$ cat config.mk
export PLATFORM = sky130hd
export DESIGN_NAME = loop_addr_gen
export DESIGN_NICKNAME = d
export VERILOG_FILES = /design/src/rtl/loop_addr_gen_pkg.sv /design/src/rtl/loop_addr_tbl.sv /design/src/rtl/loop_addr_gen.sv
export SDC_FILE = /design/constraint.sdc
export NUM_CORES = 2
export LEC_CHECK = 0
export CORE_ASPECT_RATIO = 0.7
export CORE_MARGIN = 3
export CORE_UTILIZATION = 50
export CTS_CLUSTER_DIAMETER = 120
export CTS_CLUSTER_SIZE = 24
export DETAILED_ROUTE_END_ITERATION = 7
export GPL_ROUTABILITY_DRIVEN = 0
export PLACE_DENSITY_LB_ADDON = 0.2
export SLEW_MARGIN = 0
export SYNTH_ARGS = -nofsm -noshare
export SYNTH_HDL_FRONTEND = slang
export SYNTH_SLANG_ARGS = --single-unit
$ cat constraint.sdc
create_clock -name clk -period 4.75 [get_ports clk]
set_clock_uncertainty 0.1 [all_clocks]
set_input_delay 0.475 -clock clk [delete_from_list [all_inputs] [get_ports clk]]
set_output_delay 0.475 -clock clk [all_outputs]
set_load 0.01 [all_outputs]
$ cat src/rtl/loop_addr_gen_pkg.sv
// loop_addr_gen_pkg: shared state encoding and default widths for the loop
// address generator.
// Latency: n/a (declarations only).
// Backpressure: n/a.
package loop_addr_gen_pkg;

  // Default widths; instances may override them through module parameters.
  localparam int DEF_LOOP_ID_W = 5;
  localparam int DEF_ADDR_W    = 16;
  localparam int DEF_STRIDE_W  = 16;

  // Block state. IDLE must stay 0 so reset and the encoding agree.
  typedef enum logic {
    IDLE   = 1'b0,
    ACTIVE = 1'b1
  } state_e;

endpackage

$ cat src/rtl/loop_addr_tbl.sv
// loop_addr_tbl: per-loop register file holding stride and saved offset,
// one write port per table, both read combinationally at one shared index.
// Latency: writes visible the cycle after the write; reads are same-cycle.
// Backpressure: none; every write is accepted.
//
// Ports:
//   clk, reset_n                              clock, async active-low reset
//   stride_we / stride_waddr / stride_wdat    stride table write port
//   offset_we / offset_waddr / offset_wdat    offset table write port
//   rd_idx                                    shared read index
//   stride_rd / offset_rd                     combinational read data
module loop_addr_tbl
  import loop_addr_gen_pkg::*;
#(
  parameter int LOOP_ID_W = DEF_LOOP_ID_W,
  parameter int ADDR_W    = DEF_ADDR_W,
  parameter int STRIDE_W  = DEF_STRIDE_W
) (
  input  logic                 clk,
  input  logic                 reset_n,
  input  logic                 stride_we,
  input  logic [LOOP_ID_W-1:0] stride_waddr,
  input  logic [STRIDE_W-1:0]  stride_wdat,
  input  logic                 offset_we,
  input  logic [LOOP_ID_W-1:0] offset_waddr,
  input  logic [ADDR_W-1:0]    offset_wdat,
  input  logic [LOOP_ID_W-1:0] rd_idx,
  output logic [STRIDE_W-1:0]  stride_rd,
  output logic [ADDR_W-1:0]    offset_rd
);

  localparam int DEPTH = 1 << LOOP_ID_W;

  logic [STRIDE_W-1:0] stride_tbl [DEPTH];
  logic [ADDR_W-1:0]   offset_tbl [DEPTH];

  always_ff @(posedge clk or negedge reset_n) begin
    if (!reset_n) begin
      for (int i = 0; i < DEPTH; i++) begin
        stride_tbl[i] <= '0;
      end
    end else if (stride_we) begin
      stride_tbl[stride_waddr] <= stride_wdat;
    end
  end

  always_ff @(posedge clk or negedge reset_n) begin
    if (!reset_n) begin
      for (int i = 0; i < DEPTH; i++) begin
        offset_tbl[i] <= '0;
      end
    end else if (offset_we) begin
      offset_tbl[offset_waddr] <= offset_wdat;
    end
  end

  // Reads see the pre-write contents on a same-cycle write to the same entry.
  assign stride_rd = stride_tbl[rd_idx];
  assign offset_rd = offset_tbl[rd_idx];

endmodule

$ cat src/rtl/loop_addr_gen.sv
// loop_addr_gen: turns the loop controller's event stream into one buffer
// address per innermost iteration (base + sum of iter_k * stride_k).
// Latency: addr_out/addr_out_v registered, one cycle after the fire cycle;
// one address per cycle. Backpressure: stall suppresses the fire and
// addr_out holds its last value while addr_out_v drops.
//
// Build option: define LOOP_ADDR_GEN_BOUND_CHECK_EN to add the
// cfg_addr_limit input and the sticky addr_oob detector; otherwise addr_oob
// is tied low.
//
// Ports:
//   clk, reset_n                      clock, async active-low reset
//   cfg_base_addr_v / cfg_base_addr   base address load
//   cfg_addr_limit                    bound (bound-check builds only)
//   cfg_stride_v / cfg_stride / cfg_stride_loop_id   stride table write
//   loop_*, stall, done               controller event stream
//   addr_out / addr_out_v             generated address
//   addr_done, addr_busy, addr_oob    status
module loop_addr_gen
  import loop_addr_gen_pkg::*;
#(
  parameter int LOOP_ID_W = DEF_LOOP_ID_W,
  parameter int ADDR_W    = DEF_ADDR_W,
  parameter int STRIDE_W  = DEF_STRIDE_W
) (
  input  logic                 clk,
  input  logic                 reset_n,
  input  logic                 cfg_base_addr_v,
  input  logic [ADDR_W-1:0]    cfg_base_addr,
`ifdef LOOP_ADDR_GEN_BOUND_CHECK_EN
  input  logic [ADDR_W-1:0]    cfg_addr_limit,
`endif
  input  logic                 cfg_stride_v,
  input  logic [STRIDE_W-1:0]  cfg_stride,
  input  logic [LOOP_ID_W-1:0] cfg_stride_loop_id,
  input  logic [LOOP_ID_W-1:0] loop_index,
  input  logic                 loop_index_valid,
  input  logic                 loop_last_iter,
  input  logic                 loop_init,
  input  logic                 loop_enter,
  input  logic                 loop_exit,
  input  logic                 stall,
  input  logic                 done,
  output logic [ADDR_W-1:0]    addr_out,
  output logic                 addr_out_v,
  output logic                 addr_done,
  output logic                 addr_busy,
  output logic                 addr_oob
);

  state_e              state_q, state_d;
  logic [ADDR_W-1:0]   addr_q, addr_d;
  logic [ADDR_W-1:0]   base_q;

  logic [STRIDE_W-1:0] stride_rd;
  logic [ADDR_W-1:0]   offset_rd;
  logic [ADDR_W-1:0]   stride_ext;
  logic [ADDR_W-1:0]   step_addr;
  logic [ADDR_W-1:0]   exit_addr;

  logic                offset_we;
  logic [ADDR_W-1:0]   offset_wdat;

  logic                active;
  logic                fire;
  logic                exit_upd;

  // ---------------------------------------------------------------------
  // Stride / saved-offset tables, both read at the controller's loop_index
  // ---------------------------------------------------------------------
  loop_addr_tbl #(
    .LOOP_ID_W (LOOP_ID_W),
    .ADDR_W    (ADDR_W),
    .STRIDE_W  (STRIDE_W)
  ) u_tbl (
    .clk          (clk),
    .reset_n      (reset_n),
    .stride_we    (cfg_stride_v),
    .stride_waddr (cfg_stride_loop_id),
    .stride_wdat  (cfg_stride),
    .offset_we    (offset_we),
    .offset_waddr (loop_index),
    .offset_wdat  (offset_wdat),
    .rd_idx       (loop_index),
    .stride_rd    (stride_rd),
    .offset_rd    (offset_rd)
  );

  // Strides are unsigned; all sums wrap silently modulo 2^ADDR_W.
  assign stride_ext = ADDR_W'(stride_rd);
  assign step_addr  = addr_q + stride_ext;
  assign exit_addr  = offset_rd + stride_ext;

  assign active   = (state_q == ACTIVE);
  // A same-cycle exit takes precedence, so it also suppresses the fire.
  assign fire     = loop_index_valid && !stall && active && !loop_exit;
  // Exiting into a loop that still has iterations left: advance that loop's
  // saved offset by one of its strides and restart the running address there.
  assign exit_upd = loop_exit && !loop_last_iter;

  // ---------------------------------------------------------------------
  // State machine
  // ---------------------------------------------------------------------
  always_ff @(posedge clk or negedge reset_n) begin
    if (!reset_n) begin
      state_q <= IDLE;
    end else begin
      state_q <= state_d;
    end
  end

  always_comb begin
    state_d = state_q;
    case (state_q)
      IDLE:    if (loop_init) state_d = ACTIVE;
      ACTIVE:  if (done)      state_d = IDLE;
      default: state_d = IDLE;
    endcase
  end

  // ---------------------------------------------------------------------
  // Running address and offset-table update
  // Priority: loop_init > loop_exit > loop_enter for the single offset
  // write port; loop_init > loop_exit > fire for the running address.
  // ---------------------------------------------------------------------
  always_comb begin
    addr_d      = addr_q;
    offset_we   = 1'b0;
    offset_wdat = addr_q;
    if (loop_init) begin
      addr_d      = base_q;
      offset_we   = 1'b1;
      offset_wdat = base_q;
    end else begin
      if (exit_upd) begin
        addr_d      = exit_addr;
        offset_we   = 1'b1;
        offset_wdat = exit_addr;
      end else if (loop_enter) begin
        offset_we   = 1'b1;
        offset_wdat = addr_q;
      end
      // On the final iteration the address holds; the following exit
      // repositions it from the outer loop's saved offset.
      if (fire && !loop_last_iter) begin
        addr_d = step_addr;
      end
    end
  end

  always_ff @(posedge clk or negedge reset_n) begin
    if (!reset_n) begin
      addr_q <= '0;
      base_q <= '0;
    end else begin
      addr_q <= addr_d;
      // loop_init in the same cycle has already consumed the old base_q.
      if (cfg_base_addr_v) begin
        base_q <= cfg_base_addr;
      end
    end
  end

  // ---------------------------------------------------------------------
  // Registered outputs
  // ---------------------------------------------------------------------
  always_ff @(posedge clk or negedge reset_n) begin
    if (!reset_n) begin
      addr_out   <= '0;
      addr_out_v <= 1'b0;
      addr_done  <= 1'b0;
    end else begin
      addr_out_v <= fire;
      addr_done  <= done;
      if (fire) begin
        addr_out <= addr_q;
      end
    end
  end

  assign addr_busy = active;

  // ---------------------------------------------------------------------
  // Optional out-of-bounds detector
  // ---------------------------------------------------------------------
`ifdef LOOP_ADDR_GEN_BOUND_CHECK_EN
  logic [ADDR_W-1:0] limit_q;
  logic              oob_q;

  always_ff @(posedge clk or negedge reset_n) begin
    if (!reset_n) begin
      limit_q <= '0;
      oob_q   <= 1'b0;
    end else begin
      if (cfg_base_addr_v) begin
        limit_q <= cfg_addr_limit;
      end
      // Sticky until the next run starts.
      if (loop_init) begin
        oob_q <= 1'b0;
      end else if (fire && (addr_q >= limit_q)) begin
        oob_q <= 1'b1;
      end
    end
  end

  assign addr_oob = oob_q;
`else
  assign addr_oob = 1'b0;
`endif

endmodule
==> metrics.txt <==
Post-Synthesis Cell Area=0.0489 mm2; final wirelength=145 mm; # H-tree levels=2; cts hold-fix bufs=1; top post-synthesis cells by area=dfrtp_1, mux2_2, mux4_2, o21ai_0, nand2_1; Top Metal Used=met4; CP Cell Sequence=buf_8 -> buf_12 -> buf_12 -> buf_4 -> mux4_2 -> a22oi_1 -> nand4_1 -> ha_1 -> inv_1 -> fa_1 -> nor2b_1 -> o21ai_1 -> a21o_1 -> a21oi_1 -> o21ai_0 -> mux2i_1 -> a31o_2 -> buf_12 -> o21ai_0; nets=4086; WP buf/inv=6; crit start category=input pin; worst-case reg-to-reg path depth=15; R2R setup slack=370 ps; Placed Area=0.0529 mm2; full die area=0.102 mm2; CP required=5190 ps; IO Port Bufs=71; M1 wire length=67.1 mm; worst reg2reg endpoint=u_tbl.offset_tbl[511]; FMAX=223 MHz; Synth Warn #=0; die height=268 um; Worst Hold Class=input pin to register; worst hold path startpoint=done; maximum vdd drop=270 uV; ys async rst share=100%; vias in the first global route=31544; Worst Tran Pin Value=1180 ps; Inserted Clock Buffers=50; status=completed; initial antenna violation count=13; CP Max Fanout=32; Top FF cell, synth=dfrtp_1; Cell Rows=95; Clock transition at path regs=100 ps; DRT iter0 DRCs=3449; total core area=0.0964 mm2; DR pass1 iterations=6; Period minus WS final=4490 ps; Clock Path Buffers=3; Resized cells post-CTS=0; Via Count=32800; Setup TNS=0 ps; number of synthesized flops with an enable pin=0; area added between synthesis and finish=11.0%; met2 wire length=58.7 mm; clk sinks=1075; CP dominant cell by count=buf_12; Final Cycle Share=94.4%; Slew Limit Fails=0; Synth Net Count=4013; Yosys reg bits=1075; starting density of the core=50.7%; routed length per placed instance=27.2 um; Critical Path AT=4920 ps; most common cell in the netlist=dfrtp_1; Worst Hold Depth=1; CTS Root Cell=clkbuf_16; Placed Instances=5257; Synth cell types=59; Setup violations, final=0; Fin. Hold Viols=0; worst skew pair latency=680 ps; DRC violation count after routing=0; first-pass GRT wire length=216 mm; final HPWL from detailed placement=96.4 mm; Avg Cell Area, Syn=12.4 um2; Tot GR Track Use=28.6%; leak pwr=23.9 nW; Yosys top cell area share=55.1%; RSZ-0062 raised after global routing=no; Max-slew headroom=20.8%; Pwr Density=420 mW/mm2; Syn Inst Count=3928; Crit path max-delay family=compound AO/OA/AOI/OAI gates; CTS tree=yes; largest net degree at the start of global routing=119; total gr overflow=0; sequential fraction of the synthesis area=55.1%; synth cell count leaders=dfrtp_1, nand2_1, mux2_2; io pins=73; Yosys top cell by area=dfrtp_1; share of layout cells above drive strength 1=30.5%; CP max stage delay=510 ps; critical path class=input pin to register; RR Startpoint=u_tbl.offset_tbl[49]; slowest CP cell=mux4_2; WL met3=15.6 mm; Min-Delay Endpoint=addr_done; postcts setup bufs=0; die width=380 um; Non-Filler Instances=5318; Routed Antenna Nets=0; post-route cell area=0.0543 mm2; total power=0.0228 W; crit end category=register; via/cell ratio=6.17; Max-Cap Viols=0
## worst max-delay path by stage
stage	start	to	slack (ps)	cells past startpoint
after floorplan	loop_index[0]	u_tbl.offset_tbl[127]	2	17
after global placement	loop_index[0]	u_tbl.offset_tbl[511]	-250	16
after detailed placement	loop_index[0]	u_tbl.offset_tbl[511]	-280	16
after CTS	loop_index[0]	u_tbl.offset_tbl[511]	420	16
after global routing	loop_index[0]	addr_q[14]	60	18
final	loop_index[0]	u_tbl.offset_tbl[170]	260	19
## cell usage in the layout, fill, tap and decap left out, types with 30 or more instances in the layout
master | Yosys | layout
nor2_1 | 76 | 57
a21oi_1 | 37 | 36
ha_1 | 30 | 30
a31oi_1 | 35 | 35
o21ai_2 | 30 | 31
buf_4 | 3 | 249
buf_12 | 0 | 51
o21ai_0 | 505 | 504
dfrtp_1 | 1075 | 1075
a22oi_1 | 112 | 112
nand4_1 | 30 | 30
clkdlybuf4s50_1 | 0 | 68
mux4_2 | 240 | 240
mux2_2 | 541 | 541
nand2_1 | 606 | 604
mux2i_1 | 41 | 38
clkbuf_16 | 0 | 51
## power by group
group	internal (W)	switching (W)	total, W	leakage (nW)
sequential	0.0112	0.00108	0.0122	13.7
combinational	0.00287	0.00281	0.00568	9.61
clock	0.00193	0.00294	0.00487	0.633
## final cells by class
cell class | count | area [um2]
multi-input cells | 2486 | 20700
well taps | 1309 | 1640
clock inverters | 2 | 16.3
diodes | 7 | 17.5
repair buffers | 372 | 3630
clock buffers | 51 | 1280
flip-flops and latches | 1075 | 26900
inverters | 16 | 60.1
fillers | 7983 | 42100
## through the flow
stage	hold WS, ps	setup slack [ps]	util (%)
2_1_floorplan	79.4	1.85	-
3_3_place_gp	356	-249	54.9
3_5_place_dp	365	-278	54.9
4_1_cts	162	422	56.3
5_1_grt	180	58.4	56.3
6_report	182	265	56.3
## state kept, by name, summed over array words and instances, names as in the netlist
register          count
u_tbl.offset_tbl    512
u_tbl.stride_tbl    512
addr_out             16
addr_q               16
base_q               16
addr_busy             1
addr_done             1
addr_out_v            1
## worst reg2reg max path: cells and delay by family, from the launching register on
kind,cells,cell delay (ps)
buffers and inverters,3,520
flip-flops,1,420
AO/OA/AOI/OAI,5,990
AND/OR/NAND/NOR,4,1170
multiplexers,2,800
adder cells (fa/ha/maj),1,270
## logic make-up after synthesis
| logic type | count (synthesis) | share of synthesized area, % |
|---|---|---|
| compound gates | 794 | 9.44 |
| xor+xnor | 22 | 0.394 |
| fa+ha+maj | 32 | 0.850 |
| buf+inv | 367 | 2.92 |
| flops | 1075 | 55.1 |
| mux | 823 | 24.4 |
| other cells | 1 | 0.00767 |
| simple gates | 814 | 6.94 |
## metal layers
metal  vias up  track usage (%)
met5         -                0
met2      1317             38.2
met4         0             7.02
met1     17080             44.5
met3       182             9.54
li1      14221                -
No activity file was read; power rests on OpenSTA's default activity.
